===== src/rtl/arbitro_mem_dados.sv =====
// arbitro_mem_dados
// Two-port arbiter and sequencer for the nRisc data memory. Port 0 is the
// processor datapath and port 1 is the debug/loader port. Each granted access
// runs OCIOSO -> ACESSO -> ESPERA -> CONCLUI. The request is latched at the
// grant, so a requester's inputs can change once it has been granted.
//
// Ports:
//   clock, reset            system clock, async active-low reset
//   ReqN/EscreveN           request and write flag (1 = write), N = 0,1
//   EnderecoN/DadoN         access address and write data
//   ProntoN                 one-cycle completion pulse to the winner
//   DadoLidoN               read-data register, updated only by port N reads
//   MemEndereco/MemDadoPraEscrever/MemLerMemoria/MemEscreveMemoria
//                           memory side, valid only in ACESSO, else 0
//   MemDadoLido             memory read data (registered inside the memory)
//
// Build option: ARBITRO_RODIZIO_EN selects round-robin on ties; when it is
// undefined, port 0 always wins ties (fixed priority).
module arbitro_mem_dados #(
  parameter int LARGURA   = 8,
  parameter int ENDERECOS = 8
) (
  input  logic                 clock,
  input  logic                 reset,
  input  logic                 Req0,
  input  logic                 Req1,
  input  logic                 Escreve0,
  input  logic                 Escreve1,
  input  logic [ENDERECOS-1:0] Endereco0,
  input  logic [ENDERECOS-1:0] Endereco1,
  input  logic [LARGURA-1:0]   Dado0,
  input  logic [LARGURA-1:0]   Dado1,
  output logic                 Pronto0,
  output logic                 Pronto1,
  output logic [LARGURA-1:0]   DadoLido0,
  output logic [LARGURA-1:0]   DadoLido1,
  output logic [ENDERECOS-1:0] MemEndereco,
  output logic [LARGURA-1:0]   MemDadoPraEscrever,
  output logic                 MemLerMemoria,
  output logic                 MemEscreveMemoria,
  input  logic [LARGURA-1:0]   MemDadoLido
);

  typedef enum logic [1:0] {OCIOSO, ACESSO, ESPERA, CONCLUI} estado_t;

  estado_t                estado, proximo;
  logic                   escrita;
  logic [ENDERECOS-1:0]   endereco_l;
  logic [LARGURA-1:0]     dado_l;
  logic                   vencedor;
  logic                   venc_nxt;
  logic                   concede;
  logic [1:0]             req;
  logic [LARGURA-1:0]     dado_lido [2];

  assign req     = {Req1, Req0};
  assign concede = (estado == OCIOSO) && (|req);

`ifdef ARBITRO_RODIZIO_EN
  // ultimo starts at 1 so port 0 takes the first tie after reset.
  logic ultimo;

  always_comb begin
    venc_nxt = req[1];
    if (&req) venc_nxt = ~ultimo;
  end

  always_ff @(posedge clock or negedge reset) begin
    if (!reset)       ultimo <= 1'b1;
    else if (concede) ultimo <= venc_nxt;
  end
`else
  // Port 1 only wins when port 0 is not asking.
  assign venc_nxt = ~req[0];
`endif

  always_ff @(posedge clock or negedge reset) begin
    if (!reset) estado <= OCIOSO;
    else        estado <= proximo;
  end

  always_comb begin
    proximo = estado;
    case (estado)
      OCIOSO:  if (|req) proximo = ACESSO;
      ACESSO:  proximo = ESPERA;
      ESPERA:  proximo = CONCLUI;
      CONCLUI: proximo = OCIOSO;
      default: proximo = OCIOSO;
    endcase
  end

  // Request latches; the access in flight only ever sees these.
  always_ff @(posedge clock or negedge reset) begin
    if (!reset) begin
      vencedor   <= 1'b0;
      escrita    <= 1'b0;
      endereco_l <= '0;
      dado_l     <= '0;
    end else if (concede) begin
      vencedor   <= venc_nxt;
      escrita    <= venc_nxt ? Escreve1  : Escreve0;
      endereco_l <= venc_nxt ? Endereco1 : Endereco0;
      dado_l     <= venc_nxt ? Dado1     : Dado0;
    end
  end

  // Memory registered the read at the edge ending ACESSO, so MemDadoLido is
  // stable throughout ESPERA and is captured at the edge ending it.
  always_ff @(posedge clock or negedge reset) begin
    if (!reset) begin
      dado_lido[0] <= '0;
      dado_lido[1] <= '0;
    end else if (estado == ESPERA && !escrita) begin
      dado_lido[vencedor] <= MemDadoLido;
    end
  end

  assign DadoLido0 = dado_lido[0];
  assign DadoLido1 = dado_lido[1];

  assign Pronto0 = (estado == CONCLUI) && !vencedor;
  assign Pronto1 = (estado == CONCLUI) &&  vencedor;

  // Decoded only from registered state, so reset clears them at once and no
  // requester input reaches the memory combinationally.
  assign MemEndereco        = (estado == ACESSO) ? endereco_l : '0;
  assign MemDadoPraEscrever = (estado == ACESSO) ? dado_l     : '0;
  assign MemLerMemoria      = (estado == ACESSO) && !escrita;
  assign MemEscreveMemoria  = (estado == ACESSO) &&  escrita;

endmodule


===== config.mk =====
export PLATFORM = sky130hd
export DESIGN_NAME = arbitro_mem_dados
export DESIGN_NICKNAME = d
export VERILOG_FILES = /design/src/rtl/arbitro_mem_dados.sv
export SDC_FILE = /design/constraint.sdc
export NUM_CORES = 1
export LEC_CHECK = 0
export ABC_AREA = 1
export CAP_MARGIN = 25
export CORE_ASPECT_RATIO = 0.9
export CORE_MARGIN = 1
export CORE_UTILIZATION = 38
export CTS_CLUSTER_SIZE = 14
export DETAILED_ROUTE_END_ITERATION = 8
export GPL_ROUTABILITY_DRIVEN = 0
export PLACE_DENSITY = 0.73
export SLEW_MARGIN = 25
export SYNTH_ARGS = -nofsm -noshare
export SYNTH_HDL_FRONTEND = slang
export SYNTH_SLANG_ARGS = --single-unit

===== constraint.sdc =====
create_clock -name clock -period 1.4 [get_ports clock]
set_input_delay 0.14 -clock clock [delete_from_list [all_inputs] [get_ports clock]]
set_output_delay 0.14 -clock clock [all_outputs]
set_load 0.02 [all_outputs]

==> results of run 1 <==
-- through the flow --
step | hold slack (ns) | power (mW) | utilization (%) | cell area [um^2]
after floorplan | -0.156 | 3.60 | - | 1910
after global placement | 0.0849 | 5.12 | 60.4 | 2920
after detailed placement | 0.0844 | 5.21 | 60.4 | 2920
after CTS | 0.328 | 6.00 | 62.8 | 3040
after global routing | 0.365 | 7.04 | 68.4 | 3310
final | 0.322 | 6.61 | 68.4 | 3310
-- routing by layer --
layer	track usage, %	up-vias	wire (um)
met5	0	-	0
met4	4.49	0	29
met3	3.95	4	248
met2	32.1	69	2690
met1	27.4	932	2550
li1	-	1016	-
-- cells in the mapped netlist --
library cell	count
nand2_1	158
dfrtp_1	36
inv_1	22
nand4_1	16
ha_1	5
nand3_1	5
buf_2	4
buf_6	3
nor2_1	3
buf_4	2
clkinv_1	2
inv_2	2
buf_1	1
clkbuf_1	1
nand2_2	1
nor2_4	1
o21ai_4	1
or2_2	1
-- what timing repair did --
action | in CTS | in global routing
pin swaps | 0 | 12
cloned | 0 | 4
buffers inserted | 0 | 4
endpoints found under the hold margin | 16 | 0
setup endpoints to repair | 40 | 70
gates resized for setup | 121 | 64
hold buffers | 1 | 0
-- flip-flops by register name (all words and copies together) (netlist names) --
name / flops
dado_l: 8
escrita: 1
DadoLido0: 8
vencedor: 1
DadoLido1: 8
estado: 2
endereco_l: 8
-- power by group --
part	internal [mW]	total [mW]	leakage [nW]	switching, mW
combinational	1.90	4.06	1.41	2.16
clock	0.338	0.676	0.0410	0.338
sequential	1.55	1.88	0.444	0.327
total	3.78	6.61	1.90	2.83
-- layout by cell type (no fill, tap or decap) --
cell type / instances
buf_4: 12
clkbuf_16: 1
clkinv_1: 2
o21ai_4: 4
inv_1: 11
buf_12: 3
nand2_2: 7
inv_2: 12
clkbuf_8: 5
nand2_1: 149
nor2_4: 2
clkinv_2: 1
dlygate4sd3_1: 1
nand2_4: 3
or2_4: 1
buf_2: 1
nand3_1: 3
buf_6: 26
dfrtp_1: 36
clkinvlp_4: 1
clkbuf_1: 1
nand3_2: 1
nand4_1: 16
nand3_4: 1
ha_4: 5
clkdlybuf4s50_1: 45
buf_8: 1
dlymetal6s2s_1: 15
nor2_1: 2
-- cells by family (layout without fill, tap and decap cells) --
kind of cell	count (synthesis)	in the layout	share of synthesized area, %
AO/OA/AOI/OAI	1	4	0.853
flip-flops	36	36	47.2
adder cells (fa/ha/maj)	5	5	3.28
buffers and inverters	37	138	9.12
AND/OR/NAND/NOR	185	185	39.5
-- final timing paths --
check | start | endpoint | slack [ns] | depth (start not counted)
worst max-delay path | estado[1] | MemEndereco[6] | -0.03 | 6
worst min-delay path | reset | DadoLido1[5] | 0.32 | 2
worst max register to register | estado[0] | estado[0] | -0.03 | 7
worst min register to register | DadoLido0[5] | DadoLido0[5] | 0.47 | 2
max in group asynchronous | reset | estado[0] | 0.63 | 3
min in group clock | MemDadoLido[6] | DadoLido0[6] | 0.46 | 3
-- layout make-up --
type	instances	area (um^2)	share of cell area (%)
Clock buffer	6	72.6	2.20
Clock inverter	1	5.00	0.151
Inverter	26	101	3.07
Multi-Input combinational cell	194	1010	30.5
Sequential cell	36	901	27.3
Tap cell	65	81.3	2.46
Timing Repair Buffer	105	1140	34.4
-- worst max-delay path: stages (launching register included) --
cell,delay [ns]
dfrtp_1,0.39
inv_2,0.08
ha_4,0.17
clkbuf_16,0.16
nand2_1,0.05
inv_1,0.06
buf_6,0.11
==> flow_metrics.env, run 1 <==
export IMPL_coreArea_mm2=0.00483
export IMPL_start_kind="flop"
export IMPL_finalMaxSlewViolations=0
export IMPL_nFillCells=410
export IMPL_path_clk_slew_ns=0.07
export IMPL_outcome="complete, but fails checks"
export IMPL_place_ws_ns=-0.248
export IMPL_synth_area_leader_cell="dfrtp_1"
export IMPL_gr_total_overflow=0
export IMPL_syn_area_mm2=0.00191
export IMPL_irDropWorstVdd_mv=0.943
export IMPL_hp_class="in -> async"
export IMPL_power_leakage_nw=1.90
export IMPL_placedCellCount=421
export IMPL_yosys_warnings=0
export IMPL_ios=82
export IMPL_synth_top_area_share_pct=47.2
export IMPL_antenna_found_initial=0
export IMPL_cts_buffer_depth=2
export IMPL_rows=24
export IMPL_root_buffer="clkbuf_8"
export IMPL_dieHeight_um=69.2
export IMPL_layout_setup_ws_ns=-0.0314
export IMPL_fmax_mhz=699
export IMPL_vias=2021
export IMPL_violations="negative setup slack"
export IMPL_grt_start_max_net_pins=21
export IMPL_crit_fanout=8
export IMPL_via_per_inst=4.67
export IMPL_max_cap_viol_count=0
export IMPL_n_antenna_cell=0
export IMPL_syn_to_final_growth_pct=73.4
export IMPL_wl_per_cell_um=12.7
export IMPL_initial_core_util_pct=39.4
export IMPL_nNetsFinal=419
export IMPL_cts_tree="yes"
export IMPL_hpwl_mm=3.59
export IMPL_drt_iter0_drc=65
export IMPL_drive_gt1_share_pct=23.6
export IMPL_grt_pass1_vias=1886
export IMPL_instances_no_fill=433
export IMPL_die_w_um=76.7
export IMPL_numClockSinks=36
export IMPL_cp_arrival_ns=1.29
export IMPL_ant_nets=0
export IMPL_ys_seq_area_share_pct=47.2
export IMPL_grt_pass1_wl_mm=8.47
export IMPL_tightest_slew_ns=0.488
export IMPL_synth_seq_cells=36
export IMPL_dieArea_mm2=0.00531
export IMPL_grt_util_all_layers_pct=19.8
export IMPL_timing_final_crit_share_pct=102
export IMPL_endpoint_kind="output port"
export IMPL_clk_latency_ns=0.28
export IMPL_synth_nets=315
export IMPL_rsz0062_at_grt="true"
export IMPL_finalHoldViolCount=0
export IMPL_syn_avg_cell_area_um2=7.22
export IMPL_setup_viol=14
export IMPL_worst_ep_required_time_ns=1.26
export IMPL_fin_worst_skew_ns=0.00767
export IMPL_dr_pass1_iters=4
export IMPL_fin_crit_ns=1.43
export IMPL_crit_type="reg -> out"
export IMPL_cts_buffers=5
export IMPL_synth_cell_types=18
export IMPL_drt_total_wl_mm=5.51
export IMPL_htreeDepth=2
export IMPL_max_slew_margin_pct=67.4
export IMPL_synthTopCellsByArea="dfrtp_1, nand2_1, nand4_1, inv_1, ha_1"
export IMPL_setup_tns_final_ns=-0.321
export IMPL_powerDensity_mw_per_mm2=2000
export IMPL_synth_cells=264
export IMPL_portBuffers=81
export IMPL_drc_errors=0
No activity file was read; power rests on OpenSTA's default activity.
==> run 2: changes to the inputs <==
--- a/config.mk
+++ b/config.mk
@@ -9,11 +9,12 @@
 export CAP_MARGIN = 25
 export CORE_ASPECT_RATIO = 0.9
 export CORE_MARGIN = 1
-export CORE_UTILIZATION = 38
+export CORE_UTILIZATION = 56
 export CTS_CLUSTER_SIZE = 14
 export DETAILED_ROUTE_END_ITERATION = 8
+export DONT_BUFFER_PORTS = 1
 export GPL_ROUTABILITY_DRIVEN = 0
-export PLACE_DENSITY = 0.73
+export PLACE_DENSITY = 0.71
 export SLEW_MARGIN = 25
 export SYNTH_ARGS = -nofsm -noshare
 export SYNTH_HDL_FRONTEND = slang
==> flow_metrics.env, run 2 (same netlist as run 1, synthesis figures left out) <==
export IMPL_rsz0062_at_grt="true"
export IMPL_finalHoldViolCount=0
export IMPL_wl_per_cell_um=13.5
export IMPL_coreArea_mm2=0.00314
export IMPL_cpLargestDelayFamily="flip-flops"
export IMPL_timing_final_crit_share_pct=103
export IMPL_cts_tree="yes"
export IMPL_final_cell_mix="nand2_1, dfrtp_1, inv_2"
export IMPL_powerDensity_mw_per_mm2=2350
export IMPL_n_antenna_cell=0
export IMPL_initial_core_util_pct=60.8
export IMPL_outcome="complete, but fails checks"
export IMPL_grt_pass1_vias=1656
export IMPL_cts_buffer_depth=2
export IMPL_clk_latency_ns=0.29
export IMPL_critPathBufInv=4
export IMPL_max_cap_viol_count=0
export IMPL_syn_to_final_growth_pct=21.5
export IMPL_ios=82
export IMPL_final_common_cell="nand2_1"
export IMPL_hold_ws_ns=0.0129
export IMPL_path_clk_slew_ns=0.07
export IMPL_nFillCells=249
export IMPL_slowest_stage="dfrtp_1"
export IMPL_drc_errors=0
export IMPL_max_stage_delay_ns=0.40
export IMPL_crit_type="reg -> out"
export IMPL_gr_total_overflow=0
export IMPL_setup_tns_final_ns=-0.377
export IMPL_ant_nets=0
export IMPL_tightest_slew_ns=0.484
export IMPL_grt_pass1_wl_mm=7.28
export IMPL_antenna_found_initial=0
export IMPL_numClockSinks=36
export IMPL_drt_iter0_drc=115
export IMPL_htreeDepth=2
export IMPL_drive_gt1_share_pct=20.8
export IMPL_via_per_inst=5.14
export IMPL_fmax_mhz=691
export IMPL_layout_setup_ws_ns=-0.0472
export IMPL_portBuffers=0
export IMPL_hpwl_mm=2.96
export IMPL_dr_pass1_iters=5
export IMPL_endpoint_kind="output port"
export IMPL_cp_arrival_ns=1.31
export IMPL_dieHeight_um=57.4
export IMPL_die_w_um=63.5
export IMPL_vias=1695
export IMPL_grt_start_max_net_pins=37
export IMPL_start_kind="flop"
export IMPL_nNetsFinal=338
export IMPL_worst_ep_required_time_ns=1.26
export IMPL_dieArea_mm2=0.00364
export IMPL_max_slew_margin_pct=67.6
export IMPL_grt_util_all_layers_pct=26.6
export IMPL_fin_area_mm2=0.00232
export IMPL_drt_total_wl_mm=4.46
export IMPL_cts_buffers=5
export IMPL_fin_crit_ns=1.45
export IMPL_violations="negative setup slack"
export IMPL_setup_viol=17
export IMPL_dpl_cell_area_mm2=0.00198
export IMPL_irDropWorstVdd_mv=1.79
export IMPL_fin_worst_skew_ns=0.00514
export IMPL_finalMaxSlewViolations=0
export IMPL_path_cells="inv_2 -> ha_4 -> buf_4 -> buf_4 -> nand2_2 -> inv_2"
export IMPL_crit_fanout=3
export IMPL_hp_class="in -> reg"
export IMPL_root_buffer="clkbuf_8"
export IMPL_rows=19
export IMPL_power_leakage_nw=1.32
==> run 2: path summary, 6_finish.rpt <==
| kind | cells past startpoint | start | endpoint | slack [ns] |
|---|---|---|---|---|
| max | 6 | estado[1] | MemDadoPraEscrever[6] | -0.05 |
| min | 2 | MemDadoLido[4] | DadoLido1[4] | 0.01 |
| max reg2reg | 8 | estado[1] | endereco_l[1] | 0.04 |
| min reg2reg | 2 | dado_l[1] | dado_l[1] | 0.48 |
| max in group asynchronous | 2 | reset | estado[0] | 0.89 |
| min in group asynchronous | 2 | reset | endereco_l[0] | 0.30 |
==> run 2: worst register-to-register path, delay by kind of cell, from the launching register on <==
family	cells	cell delay, ns
flip-flops	1	0.42
buffers and inverters	4	0.42
AND/OR/NAND/NOR	3	0.24
adder cells (fa/ha/maj)	1	0.22
==> run 2: layout make-up <==
type	instances	area [um^2]	share of cell area, %
Timing Repair Buffer	27	268	11.6
Clock buffer	6	72.6	3.13
Multi-Input combinational cell	191	887	38.3
Clock inverter	2	35.0	1.51
Inverter	26	100	4.32
Tap cell	42	52.6	2.27
Sequential cell	36	902	38.9
==> run 2: report_power, final <==
part,switching [mW],internal [mW],leakage [nW]
Clock,0.373,0.528,0.0552
Combinational,1.42,0.902,0.817
Sequential,0.664,1.55,0.443
Total,2.46,2.98,1.32
==> run 2: metal layers <==
layer / global-route usage (%) / share of wire [%]
met1: 30.8 / 41
met2: 46.5 / 50
met3: 7.20 / 7.0
met4: 11.4 / 1.9
met5: 0 / 0
==> run 2: what timing repair did <==
| item | 4_1_cts | 5_1_grt |
|---|---|---|
| setup endpoints to repair | 18 | 53 |
| hold buffers | 11 | 0 |
| hold endpoints to repair | 47 | 0 |
| pin swaps | 1 | 2 |
| setup buffers | 2 | 4 |
| resized for setup | 24 | 15 |
==> run 2: metrics by stage <==
step           setup slack [ns]  instances  total power [mW]  util, %
2_1_floorplan            0.0911        264              3.60        -
3_3_place_gp             0.0647        306              4.06     63.0
3_5_place_dp             0.0438        306              4.15     63.0
4_1_cts                 -0.0905        327              5.24     71.5
5_1_grt                 -0.0773        330              5.82     73.8
6_report                -0.0472        330              5.44     73.8
==> run 3: changes to the inputs <==
--- a/config.mk
+++ b/config.mk
@@ -9,12 +9,13 @@
 export CAP_MARGIN = 25
 export CORE_ASPECT_RATIO = 0.9
 export CORE_MARGIN = 1
-export CORE_UTILIZATION = 56
+export CORE_UTILIZATION = 51
 export CTS_CLUSTER_SIZE = 14
 export DETAILED_ROUTE_END_ITERATION = 8
 export DONT_BUFFER_PORTS = 1
 export GPL_ROUTABILITY_DRIVEN = 0
-export PLACE_DENSITY = 0.71
+export PLACE_DENSITY = 0.66
+export RECOVER_POWER = 25
 export SLEW_MARGIN = 25
 export SYNTH_ARGS = -nofsm -noshare
 export SYNTH_HDL_FRONTEND = slang
==> flow_metrics.env, run 3 (same netlist as run 1, synthesis figures left out) <==
export IMPL_outcome="complete, but fails checks"
export IMPL_violations="negative hold slack, negative setup slack"
export IMPL_vias=1666
export IMPL_path_clk_slew_ns=0.07
export IMPL_cts_buffer_depth=2
export IMPL_die_w_um=66.5
export IMPL_powerDensity_mw_per_mm2=2300
export IMPL_final_common_cell="nand2_1"
export IMPL_dieHeight_um=60.0
export IMPL_power_leakage_nw=1.29
export IMPL_ios=82
export IMPL_final_cell_mix="nand2_1, dfrtp_1, inv_2"
export IMPL_coreArea_mm2=0.00348
export IMPL_antenna_found_initial=0
export IMPL_r2r_start="estado[0]"
export IMPL_internal_power_mw=2.78
export IMPL_cp_arrival_ns=1.28
export IMPL_instances_no_fill=328
export IMPL_start_kind="flop"
export IMPL_grt_start_max_net_pins=37
export IMPL_finalMaxSlewViolations=0
export IMPL_via_per_inst=5.08
export IMPL_dr_pass1_iters=4
export IMPL_hpwl_mm=2.85
export IMPL_n_antenna_cell=0
export IMPL_hp_class="in -> reg"
export IMPL_setup_tns_final_ns=-0.0231
export IMPL_cp_startpoint="estado[1]"
export IMPL_setup_viol=1
export IMPL_tightest_slew_ns=0.875
export IMPL_rsz0062_at_grt="true"
export IMPL_cts_buffers=5
export IMPL_nNetsFinal=334
export IMPL_comb_power_share_pct=42.7
export IMPL_grt_pass1_vias=1592
export IMPL_syn_to_final_growth_pct=18.0
export IMPL_placedCellCount=308
export IMPL_gr_total_overflow=0
export IMPL_grt_util_all_layers_pct=23.9
export IMPL_cts_tree="yes"
export IMPL_power_mw=5.18
export IMPL_fin_util_pct=64.7
export IMPL_timing_final_crit_share_pct=102
export IMPL_dieArea_mm2=0.00399
export IMPL_wl_per_cell_um=13.0
export IMPL_fin_crit_ns=1.42
export IMPL_p_clk_share_pct=14.8
export IMPL_drt_total_wl_mm=4.25
export IMPL_fmax_mhz=703
export IMPL_fin_worst_skew_ns=0.00455
export IMPL_finalHoldViolCount=1
export IMPL_htreeDepth=2
export IMPL_numClockSinks=36
export IMPL_grt_pass1_wl_mm=6.95
export IMPL_portBuffers=0
export IMPL_worst_ep_required_time_ns=1.26
export IMPL_swShare_pct=46.3
export IMPL_power_switching_mw=2.40
export IMPL_hold_ws_ns=-0.00130
export IMPL_layout_setup_ws_ns=-0.0231
export IMPL_rows=20
export IMPL_drc_errors=0
export IMPL_crit_fanout=5
export IMPL_drive_gt1_share_pct=19.4
export IMPL_clk_latency_ns=0.29
export IMPL_max_slew_margin_pct=41.7
export IMPL_crit_type="reg -> out"
export IMPL_endpoint_kind="output port"
export IMPL_ant_nets=0
export IMPL_initial_core_util_pct=54.8
export IMPL_drt_iter0_drc=88
export IMPL_max_cap_viol_count=0
export IMPL_holdCritStartpoint="Req1"
export IMPL_root_buffer="clkbuf_8"
export IMPL_power_share_sequential_pct=42.5
export IMPL_irDropWorstVdd_mv=1.14
==> run 3: cell count changes in the layout (fill, tap and decap cells not counted), moves of 2 or more <==
cell	delta
inv_1	+3
dlygate4sd3_1	-2
inv_2	-2
buf_4	-3
==> run 3: timing repair <==
item	CTS	global route
resized for setup	23	10
endpoints found under the hold margin	46	0
setup buffers	2	0
endpoints found under the setup margin	18	54
cloned	1	0
hold buffers	9	0
==> run 3: power groups by stage <==
stage	Sequential (mW)	Combinational, mW	Clock [mW]
5_1_grt	2.27	2.51	0.832
3_5_place_dp	2.20	1.91	0
6_report	2.20	2.21	0.765
3_3_place_gp	2.20	1.87	0
2_1_floorplan	2.09	1.51	0
4_1_cts	2.19	2.14	0.773
==> run 3: worst max-delay path: stages (launching register included) <==
cell and delay, ns:
dfrtp_1 0.39, inv_2 0.09, ha_4 0.15, buf_6 0.11, inv_2 0.04, nor2_2 0.09
buf_6 0.12
==> run 3: cell type report <==
cell class | instances | area [um^2]
Clock inverter | 2 | 10.0
Clock buffer | 6 | 82.6
Sequential cell | 36 | 902
Timing Repair Buffer | 22 | 206
Inverter | 26 | 97.6
Tap cell | 44 | 55.1
Multi-Input combinational cell | 192 | 896
Fill cell | 327 | 1230
==> run 3: final timing paths <==
kind	cells after the start	end	slack (ns)
worst max-delay path	6	MemLerMemoria	-0.02
worst min-delay path	2	vencedor	-0.001
worst max register to register	5	DadoLido1[3]	0.08
worst min register to register	2	dado_l[1]	0.48
max in group asynchronous	2	estado[0]	0.28
min in group asynchronous	2	DadoLido1[7]	0.52
==> run 3: routing by layer <==
metal,part of all wire [%],up-vias,routed length [um],GRT usage (%)
met3,5.8,8,245,6.11
met5,0,-,0,0
met2,49,58,2080,41.4
met1,44,760,1870,28.5
li1,-,840,-,-
met4,1.3,0,57,9.73
==> run 3: through the flow <==
stage                     setup WS [ns]  cell area [um^2]
after floorplan                  0.0911              1910
after global placement           0.0557              1980
after detailed placement         0.0228              1980
after CTS                      -0.00903              2230
after global routing            -0.0563              2250
final                           -0.0231              2250
